`config.mk`:
```
export PLATFORM = sky130hd
export DESIGN_NAME = load_store_unit
export DESIGN_NICKNAME = d
export VERILOG_FILES = /design/src/rtl/lsu_pkg.sv /design/src/rtl/lsu_align.sv /design/src/rtl/load_store_unit.sv
export SDC_FILE = /design/constraint.sdc
export NUM_CORES = 1
export LEC_CHECK = 0
export CORE_AREA = 4 4 153 155
export DETAILED_ROUTE_END_ITERATION = 16
export DIE_AREA = 0 0 157 159
export PLACE_DENSITY = 0.67
export SYNTH_ARGS = -nofsm -noshare
export SYNTH_HDL_FRONTEND = slang
export SYNTH_HIERARCHICAL = 1
export SYNTH_SLANG_ARGS = --single-unit
```
`constraint.sdc`:
```
create_clock -name clk -period 2.37 [get_ports clk]
set_input_delay 0.237 -clock clk [delete_from_list [all_inputs] [get_ports clk]]
set_output_delay 0.237 -clock clk [all_outputs]
set_load 0.01 [all_outputs]
```
`src/rtl/lsu_pkg.sv`:
```
// lsu_pkg: shared funct3 codes, FSM state type and access-size helpers for the load/store unit.
package lsu_pkg;

    localparam logic [2:0] F3_B  = 3'b000;
    localparam logic [2:0] F3_H  = 3'b001;
    localparam logic [2:0] F3_W  = 3'b010;
    localparam logic [2:0] F3_BU = 3'b100;
    localparam logic [2:0] F3_HU = 3'b101;

    typedef enum logic [2:0] {IDLE, REQ1, WAIT1, REQ2, WAIT2, RESP} lsu_state_t;

    // Low two funct3 bits encode size for both signed and unsigned loads.
    function automatic logic [3:0] size_mask(input logic [2:0] f3);
        case (f3[1:0])
            2'b00:   size_mask = 4'b0001;
            2'b01:   size_mask = 4'b0011;
            2'b10:   size_mask = 4'b1111;
            default: size_mask = 4'b0000;
        endcase
    endfunction

    function automatic logic legal_op(input logic store, input logic [2:0] f3);
        legal_op = store ? (!f3[2] && f3[1:0] != 2'b11) : (f3[1:0] != 2'b11 && f3 != 3'b110);
    endfunction

endpackage

```
`src/rtl/lsu_align.sv`:
```
// lsu_align: store-side lane shifting/masking and load-side extraction with sign/zero extension.
module lsu_align
    import lsu_pkg::*;
(
    input  logic [2:0]  funct3,
    input  logic [1:0]  off,
    input  logic [31:0] wdata,
    input  logic [63:0] rbuf,
    output logic [63:0] sdata,
    output logic [7:0]  mask,
    output logic [31:0] rdata
);

    logic [63:0] shifted;

    always_comb begin
        sdata   = {32'b0, wdata} << {off, 3'b000};
        mask    = {4'b0, size_mask(funct3)} << off;
        shifted = rbuf >> {off, 3'b000};
        case (funct3)
            F3_B:    rdata = {{24{shifted[7]}}, shifted[7:0]};
            F3_H:    rdata = {{16{shifted[15]}}, shifted[15:0]};
            F3_BU:   rdata = {24'b0, shifted[7:0]};
            F3_HU:   rdata = {16'b0, shifted[15:0]};
            default: rdata = shifted[31:0];
        endcase
    end

endmodule

```
`src/rtl/load_store_unit.sv`:
```
// load_store_unit: single-outstanding data-memory initiator; splits word-crossing accesses into two beats.
module load_store_unit
    import lsu_pkg::*;
#(
    parameter int ADDR_WIDTH = 32,
    parameter int DATA_WIDTH = 32
) (
    input  logic                  clk,
    input  logic                  rst_n,
    input  logic                  req_valid,
    output logic                  req_ready,
    input  logic                  req_store,
    input  logic [2:0]            req_funct3,
    input  logic [ADDR_WIDTH-1:0] req_addr,
    input  logic [DATA_WIDTH-1:0] req_wdata,
    output logic                  rsp_valid,
    output logic [DATA_WIDTH-1:0] rsp_data,
    output logic                  rsp_err,
    output logic                  mem_req,
    output logic                  mem_we,
    output logic [ADDR_WIDTH-1:0] mem_addr,
    output logic [3:0]            mem_be,
    output logic [DATA_WIDTH-1:0] mem_wdata,
    input  logic                  mem_gnt,
    input  logic                  mem_rvalid,
    input  logic [DATA_WIDTH-1:0] mem_rdata
);

    lsu_state_t            state, next;
    logic                  store_q, err_q;
    logic [2:0]            f3_q;
    logic [ADDR_WIDTH-1:0] addr_q, word_addr;
    logic [DATA_WIDTH-1:0] wdata_q, rdata;
    logic [63:0]           rbuf, sdata;
    logic [7:0]            mask;
    logic                  split;

    lsu_align u_align (
        .funct3(f3_q),
        .off   (addr_q[1:0]),
        .wdata (wdata_q),
        .rbuf  (rbuf),
        .sdata (sdata),
        .mask  (mask),
        .rdata (rdata)
    );

    assign split     = |mask[7:4];
    assign word_addr = {addr_q[ADDR_WIDTH-1:2], 2'b00};

    always_comb begin
        next      = state;
        req_ready = state == IDLE;
        mem_req   = 1'b0;
        mem_we    = 1'b0;
        mem_addr  = '0;
        mem_be    = 4'b0;
        mem_wdata = '0;
        rsp_valid = 1'b0;
        rsp_err   = 1'b0;
        rsp_data  = '0;
        case (state)
            IDLE: if (req_valid) next = legal_op(req_store, req_funct3) ? REQ1 : RESP;
            REQ1: begin
                mem_req   = 1'b1;
                mem_we    = store_q;
                mem_addr  = word_addr;
                mem_be    = mask[3:0];
                mem_wdata = store_q ? sdata[31:0] : '0;
                if (mem_gnt) next = !store_q ? WAIT1 : (split ? REQ2 : RESP);
            end
            WAIT1: if (mem_rvalid) next = split ? REQ2 : RESP;
            REQ2: begin
                mem_req   = 1'b1;
                mem_we    = store_q;
                mem_addr  = word_addr + ADDR_WIDTH'(4);
                mem_be    = mask[7:4];
                mem_wdata = store_q ? sdata[63:32] : '0;
                if (mem_gnt) next = store_q ? RESP : WAIT2;
            end
            WAIT2: if (mem_rvalid) next = RESP;
            RESP: begin
                rsp_valid = 1'b1;
                rsp_err   = err_q;
                rsp_data  = (err_q || store_q) ? '0 : rdata;
                next      = IDLE;
            end
            default: next = IDLE;
        endcase
    end

    always_ff @(posedge clk or negedge rst_n) begin
        if (!rst_n) begin
            state   <= IDLE;
            store_q <= 1'b0;
            err_q   <= 1'b0;
            f3_q    <= 3'b0;
            addr_q  <= '0;
            wdata_q <= '0;
            rbuf    <= 64'b0;
        end else begin
            state <= next;
            if (state == IDLE && req_valid) begin
                store_q <= req_store;
                err_q   <= !legal_op(req_store, req_funct3);
                f3_q    <= req_funct3;
                addr_q  <= req_addr;
                wdata_q <= req_wdata;
            end
            if (state == WAIT1 && mem_rvalid) rbuf[31:0] <= mem_rdata;
            if (state == WAIT2 && mem_rvalid) rbuf[63:32] <= mem_rdata;
        end
    end

endmodule

```
Yosys cells after proc, flatten, opt, wreduce, memory -nomap -nowiden. Index checks and enable logic that the tools add are counted.

Bits in registers: 136. Bits of input ports: 105. Output and inout bits: 105. Logic and storage cells: 67.

Add/subtract/negate cells: 1. Equal/unequal tests: 17. Shift operators: 3. Muxes and demuxes: 24. Reduce and logical (&&, ||, !) cells: 14.

Operators with widths (number): 32-bit 2-to-1 mux (4); 32-bit case mux with 2 select lines (2); 32-bit case mux with 4 select lines (1); 32-bit by 5-bit left shift with 64-bit output (1); 64-bit by 5-bit right shift with 32-bit output (1); 32-bit by 3-bit adder with 32-bit output (second input constant) (1); 3-bit 2-to-1 mux (8); 3-bit case mux with 5 select lines (1); 3-bit == test (second input constant) (4); 2-bit inequality test (second input constant) (6); 4-bit case mux with 3 select lines (1); 4-bit case mux with 2 select lines (1); 4-bit by 2-bit left shift with 8-bit output (1); 3-bit by 1-bit == test with 1-bit output (second input constant) (2); 3-bit by 2-bit == test with 1-bit output (second input constant) (2); 3-bit zero test (2); 1-bit 2-to-1 mux (6); 1-bit logical AND (5); 5-bit AND reduction (1); 4-bit OR reduction (1); 3-bit inequality test (second input constant) (1); 2-bit by 1-bit == test with 1-bit output (second input constant) (1); 2-bit == test (second input constant) (1); 1-bit zero test (2); other kinds (3) (3).

Longest topological paths before layout. Gate-level depths: netlist of run 1.

Word-level depth: 8. Mapped depth: 9. Mapped depth without buffers: 8.

By module. The synthesis of run 1 kept the hierarchy.

Modules (own cells, without submodules): load_store_unit (times used 1, cells an instance 583, area each 6772.7 um2, seq. area each 3403.3 um2); lsu_align (times used 1, cells an instance 242, area each 1936.9 um2, seq. area each 0.0 um2).

Worst setup path before layout of run 1. No wires, ideal clock.

Path type: flip-flop to flip-flop. Start: register addr_q[0]. End: register state[1]. Library setup time: 0.134 ns. Arrival: 2.265 ns. Data required time: 2.236 ns. Path slack: -0.030 ns. Stages on the path, launching flop included: 9. Buffers on the path: 2. Clock period less this slack: 2.400 ns. Cells stage by stage: dfrtp_1 > buf_6 > clkbuf_1 > mux2_2 > a22o_1 > nor4_1 > a21oi_1 > a21oi_1 > o32ai_1.

Word-level cells in the longest chain between the ends: 6. Elaborated cells on any way between the ends: 7. Those cells by class: shift: 1; mux: 5; reduce/logical: 1.

RTL lines: start, declared (RTL line load_store_unit.sv:32) `logic [ADDR_WIDTH-1:0] addr_q, word_addr;`; start signal, assigned (RTL line load_store_unit.sv:107) `addr_q <= req_addr;`; 4-bit by 2-bit left shift with 8-bit output * (RTL line lsu_align.sv:18) `mask = {4'b0, size_mask(funct3)} << off;`; via mask[4] (RTL line load_store_unit.sv:35) `logic [7:0] mask;`; 4-bit OR reduction * (RTL line load_store_unit.sv:48) `assign split = |mask[7:4];`; 3-bit 2-to-1 mux * (RTL line load_store_unit.sv:70, load_store_unit.sv:72); 3-bit 2-to-1 mux (2 in a row) (RTL line load_store_unit.sv:70) `if (mem_gnt) next = !store_q ? WAIT1 : (split ? REQ2 : RESP);`; 3-bit case mux with 5 select lines * (RTL line load_store_unit.sv:62) `case (state)`; end signal, assigned (RTL line load_store_unit.sv:102) `state <= next;`; end, declared (RTL line load_store_unit.sv:29) `lsu_state_t state, next;`.

Mark *: on every way through the listed nets, which the timed path passes. The rest lies on a longest branch. The select of a mux whose other input is x is not followed. A chain may end at the register's enable or synchronous reset.

Worst setup path in the final report of run 1.
Start: register addr_q[0]. End: output rsp_data[16].

Word-level cells in the longest chain between the ends: 4.

RTL lines: 64-bit by 5-bit right shift with 32-bit output (RTL line lsu_align.sv:19) `shifted = rbuf >> {off, 3'b000};`; 32-bit case mux with 4 select lines (RTL line lsu_align.sv:20) `case (funct3)`; via rdata[16] (RTL line load_store_unit.sv:33) `logic [DATA_WIDTH-1:0] wdata_q, rdata;`; 32-bit 2-to-1 mux (RTL line load_store_unit.sv:85) `rsp_data = (err_q || store_q) ? '0 : rdata;`; 32-bit 2-to-1 mux (RTL line load_store_unit.sv:62); end, declared (RTL line load_store_unit.sv:17) `output logic [DATA_WIDTH-1:0] rsp_data,`.

The timed path passes the listed nets, and every way through them passes these cells.

==> impl_metrics.py, run 1 <==
metrics = {
    "die": {
        "die_w_um": 157,
        "boundaryPins": 210,
        "core_area_um2": 21800,
        "die_h_um": 159,
        "dieArea_um2": 25000,
        "rows": 54,
        "initial_core_util_pct": 38.6,
    },
    "final_layout": {
        "fin_nets": 1236,
        "final_cell_mix": "mux2_2 (125), dfrtp_1 (125), clkdlybuf4s50_1 (112)",
        "antennaDiodeCount": 0,
        "syn_to_final_growth_pct": 53.6,
        "drive_gt1_share_pct": 43.5,
        "post-route-cell-area_um2": 12900,
    },
    "power_and_ir_drop": {
        "power_frac_seq_pct": 25.2,
        "power_density_nw_per_um2": 1370,
        "p_leak_nw": 5.67,
        "ir_worst_vdd_v": 0.000690,
        "comb_power_share_pct": 59.5,
        "p_sw_mw": 6.77,
        "clock_power_share_pct": 15.4,
        "fin_total_pwr_mw": 17.7,
        "p_int_mw": 10.9,
        "swShare_pct": 38.3,
    },
    "timing": {
        "final-hold-violation-count": 0,
        "slew_headroom_pct": 38.8,
        "layout_min_cycle_time_ns": 2.60,
        "min_period_over_period_pct": 110,
        "worst_pin_slew_ns": 0.918,
        "finalWorstSetupSlack_ns": -0.228,
        "rsz0062_at_grt": "true",
        "hold_ws_ns": 0.368,
        "fmax_mhz": 385,
        "fin_skew_ns": 0.00774,
        "setup_viol": 47,
        "slew_viol_final": 0,
    },
    "routing": {
        "postRouteAntennaNets": 0,
        "vias": 7534,
        "drc_errors": 0,
        "avgViaCountPerCell": 5.31,
        "drt-total-wl_um": 26700,
        "wl_per_cell_um": 18.8,
        "drt-pass1-iter-count": 5,
        "first_iter_violations": 353,
    },
    "setup_path": {
        "required_ns": 2.13,
        "path_max_fanout": 6,
        "critPathLaunchType": "flop",
        "crit_path_max_incr_delay_ns": 0.52,
        "critical_path.most_common_cell": "buf_4",
        "cp_cell_sequence": "buf_4, buf_12, buf_4, buf_4, mux4_2, nand2_1, o21ai_2, and2_1, buf_2",
        "critPathSlowestCell": "dfrtp_4",
        "endpoint_kind": "primary output",
        "crit_type": "reg -> out",
        "arrival_ns": 2.36,
    },
    "clocking": {
        "htree_levels": 4,
        "cts_tree": "done",
        "clock_sinks": 128,
        "cts_root_buffer": "clkbuf_16",
        "cts.clk_slew.worst_paths_ns": 0.06,
        "cts_buffers": 17,
        "insertion_delay_ns": 0.42,
        "cts_buffer_depth": 2,
    },
    "global_routing": {
        "grt_pass1_wl_um": 41700,
        "grt_pass1_vias": 7756,
        "gr-total-overflow": 0,
        "grt_max_degree": 56,
        "grt_use_total_pct": 20.7,
        "antenna_found_initial": 0,
    },
    "synth": {
        "avgSynthCellArea_um2": 10.4,
        "syn_area_um2": 8420,
        "yosys_warnings": 6,
        "synth_cells": 809,
    },
    "place": {
        "io_buffers": 207,
        "dpl-instance-area_um2": 11300,
        "place_hpwl_um": 17500,
        "dp_slack_ns": -0.358,
        "globalplace.congestion": 0.838,
    },
    "min_path": {
        "hold_class": "in -> async",
    },
    "outcome": {
        "status": "finished, violations left",
        "violations": "negative setup slack",
    },
    "job": {
        "cap_violations": 0,
    },
}
-- power by group through the flow --
stage	Clock, mW	Sequential, mW	Combinational [mW]
after floorplan	0	4.01	5.75
after global placement	0	4.26	8.51
after detailed placement	0	4.32	8.63
after CTS	2.77	4.32	9.66
after global routing	2.88	4.63	11.4
final	2.71	4.45	10.5
-- state kept, by name, summed over array words and instances (netlist names) --
| name | count |
|---|---|
| wdata_q | 32 |
| state | 3 |
| err_q | 1 |
| addr_q | 32 |
| rbuf | 56 |
| store_q | 1 |
| f3_q | 3 |
-- metrics by stage --
| stage | util, % | TNS, ns | std cells |
|---|---|---|---|
| 5_1_grt | 59.3 | -11.97 | 1419 |
| 3_5_place_dp | 51.6 | -5.22 | 1313 |
| 3_3_place_gp | 51.6 | -4.01 | 1313 |
| 2_1_floorplan | - | 0 | 818 |
| 4_1_cts | 57.1 | -7.34 | 1400 |
| 6_report | 59.3 | -6.16 | 1419 |
-- routing by layer --
layer	routed length [um]	global-route usage, %
met1	11400	27.3
met2	13400	34.7
met3	1460	4.68
met4	374	4.65
met5	0	0
-- worst max-delay path, delay by kind of cell, from the launching register on --
family	cells	cell delay, ns
buffers and inverters	5	0.68
AO/OA/AOI/OAI	1	0.05
flip-flops	1	0.52
AND/OR/NAND/NOR	2	0.26
multiplexers	1	0.43
-- worst paths after layout --
kind	startpoint	cells past startpoint	end	slack, ns
worst max-delay path	addr_q[0]$_DFFE_PN0P_	9	rsp_data[16]	-0.23
worst min-delay path	rst_n	2	rbuf[37]$_DFFE_PN0P_	0.37
worst max register to register	addr_q[0]$_DFFE_PN0P_	9	state[1]$_DFFE_PN0P_	0.13
worst min register to register	rbuf[53]$_DFFE_PN0P_	1	rbuf[53]$_DFFE_PN0P_	0.51
max in group asynchronous	rst_n	3	wdata_q[29]$_DFFE_PN0P_	1.28
min in group clk	req_addr[10]	3	addr_q[10]$_DFFE_PN0P_	0.40
-- repair_timing --
item | 4_1_cts | 5_1_grt
hold buffers | 1 | 0
setup buffers | 48 | 19
resized for setup | 368 | 123
cloned | 6 | 2
endpoints found under the setup margin | 100 | 90
endpoints found under the hold margin | 52 | 0
pin swaps | 47 | 44
-- cell type report --
| cell class | instances | area, um2 |
|---|---|---|
| flip-flops and latches | 128 | 3210 |
| well taps | 280 | 350 |
| multi-input cells | 604 | 5270 |
| inverters | 13 | 55.1 |
| repair buffers | 362 | 3440 |
| clock buffers | 17 | 425 |
| fillers | 1865 | 8890 |
| clock inverters | 15 | 181 |
Note: power is estimated with default switching activity, not from simulation.
==> inputs of run 2 (changes only) <==
==> constraint.sdc (replaced) <==
create_clock -name clk -period 2.37 [get_ports clk]
set_input_delay 0.474 -clock clk [delete_from_list [all_inputs] [get_ports clk]]
set_output_delay 0.474 -clock clk [all_outputs]
set_load 0.01 [all_outputs]
==> impl_metrics.py, run 2 (synthesis results as in run 1) <==
metrics = {
    "outcome": {
        "status": "finished, violations left",
        "violations": "negative setup slack",
    },
    "clocking": {
        "htree_levels": 4,
        "cts_tree": "done",
        "cts_root_buffer": "clkbuf_16",
        "cts_buffers": 17,
        "cts.clk_slew.worst_paths_ns": 0.06,
        "ctsHoldBuffers": 0,
        "cts_buffer_depth": 2,
        "insertion_delay_ns": 0.41,
        "clock_sinks": 128,
    },
    "timing": {
        "rsz0062_at_grt": "true",
        "final-hold-violation-count": 0,
        "fin_skew_ns": 0.00629,
        "fmax_mhz": 352,
        "worst_pin_slew_ns": 0.582,
        "finalWorstSetupSlack_ns": -0.474,
        "hold_ws_ns": 0.0348,
        "slew_headroom_pct": 61.2,
        "layout_min_cycle_time_ns": 2.84,
        "min_period_over_period_pct": 120,
        "setup_viol": 86,
        "slew_viol_final": 0,
    },
    "place": {
        "place_inst": 1338,
        "io_buffers": 207,
        "globalplace.congestion": 0.854,
        "place_hpwl_um": 17700,
    },
    "setup_path": {
        "critPathSlowestCell": "mux4_2",
        "r2r.worst_path.cells": 10,
        "crit_path_max_incr_delay_ns": 0.53,
        "path_max_fanout": 8,
        "crit_type": "reg -> out",
        "required_ns": 1.90,
        "endpoint_kind": "primary output",
        "arrival_ns": 2.37,
        "cp_cell_sequence": "mux4_2, a222oi_1, buf_4, buf_8, o21ai_1, and2_1, buf_6",
        "critPathLaunchType": "flop",
    },
    "die": {
        "rows": 54,
        "die_h_um": 159,
        "boundaryPins": 210,
        "die_w_um": 157,
        "initial_core_util_pct": 38.6,
        "core_area_um2": 21800,
        "dieArea_um2": 25000,
    },
    "min_path": {
        "hold_class": "in -> async",
    },
    "final_layout": {
        "final_cell_mix": "mux2_2 (125), dfrtp_1 (125), clkdlybuf4s50_1 (105)",
        "largest_register_ff_count": 56,
        "antennaDiodeCount": 0,
        "drive_gt1_share_pct": 49.9,
        "syn_to_final_growth_pct": 58.8,
        "top_regs": "rbuf (56), addr_q (32), wdata_q (32)",
        "fin_nets": 1268,
        "top_register": "rbuf",
        "stdcell_count": 1451,
    },
    "power_and_ir_drop": {
        "ir_worst_vdd_v": 0.000705,
        "power_density_nw_per_um2": 1380,
        "p_leak_nw": 5.89,
        "fin_total_pwr_mw": 18.4,
    },
    "global_routing": {
        "antenna_found_initial": 0,
        "gr-total-overflow": 0,
        "grt_pass1_vias": 7809,
        "grt_use_total_pct": 20.9,
        "grt_max_degree": 58,
        "grt_pass1_wl_um": 42100,
    },
    "routing": {
        "drt-pass1-iter-count": 5,
        "avgViaCountPerCell": 5.28,
        "postRouteAntennaNets": 0,
        "vias": 7659,
        "drc_errors": 0,
        "wl_per_cell_um": 18.4,
        "first_iter_violations": 357,
        "drt-total-wl_um": 26700,
    },
    "job": {
        "cap_violations": 0,
    },
}
## run 2: cell types whose count changed in the layout (fill, tap and decap cells not counted), moves of 6 or more
| cell | previous run | this run |
|---|---|---|
| buf_12 | 14 | 20 |
| buf_2 | 53 | 74 |
| buf_4 | 95 | 101 |
| buf_6 | 43 | 72 |
| clkdlybuf4s50_1 | 112 | 105 |
| dlygate4sd2_1 | 15 | 5 |
| mux2i_4 | 5 | 13 |
| nand2_1 | 60 | 54 |
| o21ai_0 | 28 | 20 |
## run 2: where the power goes
part | switching, mW | internal [mW]
Sequential | 1.12 | 3.31
Clock | 1.04 | 1.48
Combinational | 4.89 | 6.59
Total | 7.06 | 11.4
## run 2: path summary, 6_finish.rpt
check	start	end	slack, ns
worst max-delay path	addr_q[0]$_DFFE_PN0P_	rsp_data[17]	-0.47
worst min-delay path	rst_n	addr_q[27]$_DFFE_PN0P_	0.03
worst max register to register	addr_q[0]$_DFFE_PN0P_	state[1]$_DFFE_PN0P_	0.11
worst min register to register	rbuf[53]$_DFFE_PN0P_	rbuf[53]$_DFFE_PN0P_	0.51
max in group asynchronous	rst_n	state[1]$_DFFE_PN0P_	1.56
min in group clk	rbuf[53]$_DFFE_PN0P_	rbuf[53]$_DFFE_PN0P_	0.51
## run 2: critical path, delay by kind of cell, from the launching register on
| family | cells | cell delay, ns |
|---|---|---|
| multiplexers | 1 | 0.53 |
| flip-flops | 1 | 0.48 |
| buffers and inverters | 3 | 0.47 |
| AO/OA/AOI/OAI | 2 | 0.34 |
| AND/OR/NAND/NOR | 1 | 0.15 |
## run 2: cell type report
cell class	count	area, um2
fillers	1746	8450
multi-input cells	604	5490
repair buffers	394	3700
flip-flops and latches	128	3210
clock buffers	18	439
well taps	280	350
clock inverters	14	131
inverters	13	48.8
## run 2: metrics by stage
stage	setup WS [ns]	utilization, %	setup TNS (ns)	cell area (um2)
after floorplan	-0.0144	-	-0.0679	8470
after global placement	-0.458	52.6	-17.41	11500
after detailed placement	-0.484	52.6	-18.68	11500
after CTS	-0.480	58.7	-21.19	12800
after global routing	-0.578	61.3	-28.23	13400
final	-0.474	61.3	-19.35	13400
## run 2: repair_timing
action | in CTS | in global routing
pin swaps | 52 | 43
setup buffers | 55 | 25
endpoints found under the setup margin | 103 | 99
endpoints found under the hold margin | 0 | 0
resized for setup | 529 | 130
gates cloned | 5 | 0
## run 2: per-layer routing
layer	up-vias	GRT usage, %	routed length (um)
li1	3595	-	-
met1	3796	28.1	11500
met2	240	34.8	13300
met3	28	4.24	1400
met4	0	4.77	406
met5	-	0	0
